===== config.mk =====
export PLATFORM = sky130hd
export DESIGN_NAME = logic_unit_pipe
export DESIGN_NICKNAME = d
export VERILOG_FILES = /design/src/rtl/logic_unit_pipe.sv
export SDC_FILE = /design/constraint.sdc
export NUM_CORES = 1
export LEC_CHECK = 0
export CAP_MARGIN = 15
export CELL_PAD_IN_SITES_DETAIL_PLACEMENT = 0
export CELL_PAD_IN_SITES_GLOBAL_PLACEMENT = 1
export CORE_MARGIN = 1.5
export CORE_UTILIZATION = 25
export CTS_CLUSTER_SIZE = 25
export DETAILED_ROUTE_END_ITERATION = 10
export PLACE_DENSITY = 0.58
export SETUP_SLACK_MARGIN = 0.4
export SLEW_MARGIN = 10
export SYNTH_ARGS = -nofsm -noshare
export SYNTH_HDL_FRONTEND = slang
export SYNTH_SLANG_ARGS = --single-unit

===== constraint.sdc =====
create_clock -name clk -period 7 [get_ports clk]
set_input_delay 1.4 -clock clk [delete_from_list [all_inputs] [get_ports clk]]
set_output_delay 1.4 -clock clk [all_outputs]
set_load 0.05 [all_outputs]

===== src/rtl/logic_unit_pipe.sv =====
// Two-stage bitwise logic unit with Hamming distance, valid/ready on both sides.
// S1 holds operands, S2 holds the registered result and its Zero/Ones flags.
module logic_unit_pipe #(
  parameter int WIDTH = 32
) (
  input  logic             clk,
  input  logic             rst_n,
  input  logic             flush,
  input  logic             in_valid,
  output logic             in_ready,
  input  logic [2:0]       Op,
  input  logic [WIDTH-1:0] A,
  input  logic [WIDTH-1:0] B,
  output logic             out_valid,
  input  logic             out_ready,
  output logic [WIDTH-1:0] Result,
  output logic             Zero,
  output logic             Ones
);

  localparam int CW = $clog2(WIDTH + 1);

  // Handshake: a beat moves across an interface on a rising edge where valid
  // and ready are both high; flush beats every handshake on that edge.
  logic             r_v1;
  logic [2:0]       r_op;
  logic [WIDTH-1:0] r_a;
  logic [WIDTH-1:0] r_b;
  logic             r_v2;
  logic [WIDTH-1:0] r_result;
  logic             r_zero;
  logic             r_ones;

  logic             w_adv2;
  logic             w_adv1;
  logic             w_accept;
  logic [WIDTH-1:0] w_x;
  logic [CW-1:0]    w_pop;
  logic [WIDTH-1:0] w_res;
  logic             w_zero;
  logic             w_ones;

  assign w_adv2   = !r_v2 || out_ready;
  assign w_adv1   = r_v1 && w_adv2;
  assign in_ready = !r_v1 || w_adv2;
  assign w_accept = in_valid && in_ready;

  assign out_valid = r_v2;
  assign Result    = r_result;
  assign Zero      = r_zero;
  assign Ones      = r_ones;

  always_comb begin
    w_x   = r_a ^ r_b;
    w_pop = '0;
    for (int i = 0; i < WIDTH; i++) begin
      w_pop = w_pop + CW'(w_x[i]);
    end
    case (r_op)
      3'b000:  w_res = r_a & r_b;
      3'b001:  w_res = r_a | r_b;
      3'b010:  w_res = w_x;
      3'b011:  w_res = ~w_x;
      3'b100:  w_res = ~(r_a & r_b);
      3'b101:  w_res = ~(r_a | r_b);
      3'b110:  w_res = ~r_a;
      default: w_res = WIDTH'(w_pop);
    endcase
    // Flags come from the final result so HAM is judged on its count value.
    w_zero = (w_res == '0);
    w_ones = &w_res;
  end

  always_ff @(posedge clk or negedge rst_n) begin
    if (!rst_n) begin
      r_v1 <= 1'b0;
    end else if (flush) begin
      r_v1 <= 1'b0;
    end else if (w_accept) begin
      r_v1 <= 1'b1;
    end else if (w_adv1) begin
      r_v1 <= 1'b0;
    end
  end

  always_ff @(posedge clk) begin
    if (w_accept) begin
      r_op <= Op;
      r_a  <= A;
      r_b  <= B;
    end
  end

  // Result and flags are reset so the outputs read zero while rst_n is low.
  always_ff @(posedge clk or negedge rst_n) begin
    if (!rst_n) begin
      r_v2     <= 1'b0;
      r_result <= '0;
      r_zero   <= 1'b0;
      r_ones   <= 1'b0;
    end else if (flush) begin
      r_v2 <= 1'b0;
    end else if (w_adv2) begin
      r_v2 <= r_v1;
      if (r_v1) begin
        r_result <= w_res;
        r_zero   <= w_zero;
        r_ones   <= w_ones;
      end
    end
  end

endmodule

==> results of run 1 <==
-- registers in the layout, summed over array words and instances, names as in the netlist --
name       flops
Ones           1
r_op           3
Zero           1
out_valid      1
r_b           32
Result        32
r_a           32
r_v1           1
-- layer usage --
metal	GRT usage	vias up
met3	0.0267	20
met4	0.0406	0
met1	0.201	2593
met5	0	-
met2	0.222	136
li1	-	2714
-- cell usage after synthesis, types with 4 or more instances --
| cell type | instances |
|---|---|
| inv_1 | 104 |
| ha_1 | 71 |
| nand2_1 | 71 |
| edfxtp_1 | 67 |
| o21ai_0 | 38 |
| dfrtp_1 | 36 |
| a21oi_1 | 30 |
| nor2_1 | 29 |
| nand2b_1 | 27 |
| fa_1 | 24 |
| mux2i_1 | 21 |
| buf_2 | 18 |
| nor2b_1 | 18 |
| clkbuf_1 | 15 |
| xnor2_1 | 14 |
| nor3_1 | 13 |
| a211oi_1 | 11 |
| xor2_1 | 11 |
| nand3_1 | 10 |
| o22ai_1 | 9 |
| o211ai_1 | 8 |
| o221ai_1 | 8 |
| a31oi_1 | 7 |
| a21o_1 | 6 |
| nor4_1 | 5 |
| a211o_1 | 4 |
| buf_4 | 4 |
| or4_1 | 4 |
-- through the flow --
step	cells	cell area [um2]
after floorplan	742	7310
after global placement	1200	8710
after global routing	1216	9010
after CTS	1216	9010
after detailed placement	1200	8710
final	1216	9010
-- area by class of cell --
class | count | area, um2
clock buffer | 11 | 254
clock inverter | 5 | 46.3
fill | 2992 | 19800
inverter | 106 | 398
multi-input combinational | 493 | 3800
sequential | 103 | 2910
tap | 384 | 480
timing repair buffer | 114 | 1120
-- cell families (layout without fill, tap and decap cells) --
family | Yosys count | after routing | share of synthesized area
muxes | 21 | 21 | 0.0287
and+or+nand+nor | 209 | 209 | 0.148
buffers and inverters | 146 | 236 | 0.0821
AOI/OAI and AO/OA | 143 | 143 | 0.126
adders and majority gates | 95 | 95 | 0.187
DFF | 103 | 103 | 0.398
xor gates and xnor gates | 25 | 25 | 0.0299
-- path summary, 6_finish.rpt --
kind / end / slack [ns]
worst max-delay path: Ones$_DFFE_PN0P_ / 0.80
worst min-delay path: Result[17]$_DFFE_PN0P_ / 0.48
worst max register to register: Ones$_DFFE_PN0P_ / 0.80
worst min register to register: Result[17]$_DFFE_PN0P_ / 0.48
max in group asynchronous: Result[4]$_DFFE_PN0P_ / 5.35
min in group asynchronous: Result[28]$_DFFE_PN0P_ / 1.13
-- worst register-to-register path: cells and delay by family (launching register included) --
family,cells,cell delay [ns]
mux,1,0.22
buf+inv,3,0.22
simple gates,2,0.76
compound gates,3,0.35
flops,1,0.43
fa+ha+maj,9,4.17
-- power by group --
group / internal (mW) / switching, mW / total (mW)
clock network: 0.269 / 0.246 / 0.516
registers: 0.724 / 0.0424 / 0.766
logic: 0.653 / 0.929 / 1.58
==> metrics.md, run 1 <==
| Metric | Value |
|---|---|
| Dpl ws | 0.800 ns |
| DIE HEIGHT | 174 um |
| Hold depth | 2 |
| R2R depth | 18 |
| Post_cts resized | 0 |
| Pin count of the biggest net entering global routing | 90 |
| CP Class | reg -> reg |
| Setup TNS | 0 ns |
| Worst-skew pair later-pin latency | 0.36 ns |
| Root buf cell | clkbuf_16 |
| Routed wire per std cell | 17.2 um |
| Min cycle time layout | 6.20 ns |
| Power Total | 2.86 mW |
| Top sig layer | met4 |
| Post-synth top flop | edfxtp_1 |
| Critical Path Most Common Cell | fa_1 |
| Synth area leaders | edfxtp_1, dfrtp_1, ha_1, fa_1, inv_1 |
| Row count | 62 |
| DRT iter0 DRCs | 352 |
| Routed length on met1 | 10300 um |
| Pre-antenna DRT Iters | 4 |
| Flops & latches, synth | 103 |
| Critical path endpoint category | flop |
| Min Hold Slack | 0.477 ns |
| Number of buffers created by CTS | 9 |
| Global route total overflow | 0 |
| Critical path launch point type | flop |
| Final ANT Viol Nets | 0 |
| Unrepaired setup endpoints after global routing | false |
| Vias per cell | 4.49 |
| Worst path depth | 18 |
| Detailed Place HPWL | 15600 um |
| Boundary pin count | 108 |
| Buf/Inv on CP | 3 |
| Arrival time at the worst endpoint | 6.51 ns |
| Share of layout cells above drive strength 1 | 0.0373 |
| Port buffer count | 107 |
| Post-synthesis sequential area ratio | 0.398 |
| Number of global-route vias before repair | 5543 |
| First-pass GRT wire length | 32800 um |
| Slowest cell on the critical path | fa_1 |
| WL final | 20900 um |
| Post-Syn Instances | 742 |
| Die area | 30300 um2 |
| Most common cell after layout, fill and taps aside | clkdlybuf4s50_1 |
| Core footprint | 28800 um2 |
| Vias | 5463 |
| Fmax | 161 MHz |
| Number of flops mapped to enable cells by yosys | 67 |
| Postcts setup bufs | 0 |
| Crit path cell chain | inv_1, ha_1, inv_1, fa_1, fa_1, fa_1, inv_1, fa_1, fa_1, fa_1, ha_1, fa_1, a21oi_1, mux2i_1, a31oi_1, or4_1, nor4_1, a22o_1 |
| Slew Limit Fails | 0 |
| Max IR drop VDD | 0.000367 V |
| Skew final | 0.00979 ns |
| Initial core utilization | 0.254 |
| Hold_sp | Result[17]$_DFFE_PN0P_ |
| RePlAce Congestion | 0.833 |
| Initial antenna violation count | 0 |
| GRT Total Usage | 0.143 |
| Syn avg cell area | 9.86 um2 |
| Met3 wire len | 992 um |
| CTS tree | yes |
| Max-cap viol count | 0 |
| Final setup margin | 0.795 ns |
| Synth area leader | edfxtp_1 |
| Cell Area, Synth | 7310 um2 |
| Post-synth ARST share | 0.350 |
| Final setup vio count | 0 |
| Slowest stage delay, CP | 0.57 ns |
| Worst-case clock buffer depth | 2 |
| Status | completed |
| Worst-Margin Slew | 1.14 ns |
| Most frequent cells in the layout | clkdlybuf4s50_1, inv_1, nand2_1, ha_1, edfxtp_1 |
| Rel. slew slack | 0.233 |
| Tcrit/Tclk final | 0.886 |
| Antenna Cells | 0 |
| Final net count | 994 |
| CTS Hold Bufs | 0 |
| Power Density | 318 nW/um2 |
| Area Growth Syn to Fin | 23.2% |
| Final Hold Vio Count | 0 |
| Fin util | 0.313 |
| RR Startpoint | r_a[19]$_DFFE_PP_ |
| Leakage power | 3.90 nW |
| Synth unique cells | 62 |
| DRC | 0 |
| Crit path max fanout | 6 |
| Share of the synthesized area in the top cell type | 0.275 |
| CP required | 7.30 ns |
| CP top delay family | adder cells |
| Syn Nets | 909 |
| Crit path launch | r_a[19]$_DFFE_PP_ |
| Count of clock tree sinks | 103 |
| Worst-path clk slew | 0.08 ns |
| Met2 wire length | 9200 um |
| Hold Crit Class | reg -> reg |
| Synth warn | 0 |
| Die X | 174 um |
| H-tree Lvls | 3 |
No activity file was read; power rests on OpenSTA's default activity.
==> inputs of run 2 (changes only) <==
- ABC_CLOCK_PERIOD_IN_PS: unset -> 7000
==> results of run 2 <==
No change in the layout: final DEF, timing and power equal those of run 1.
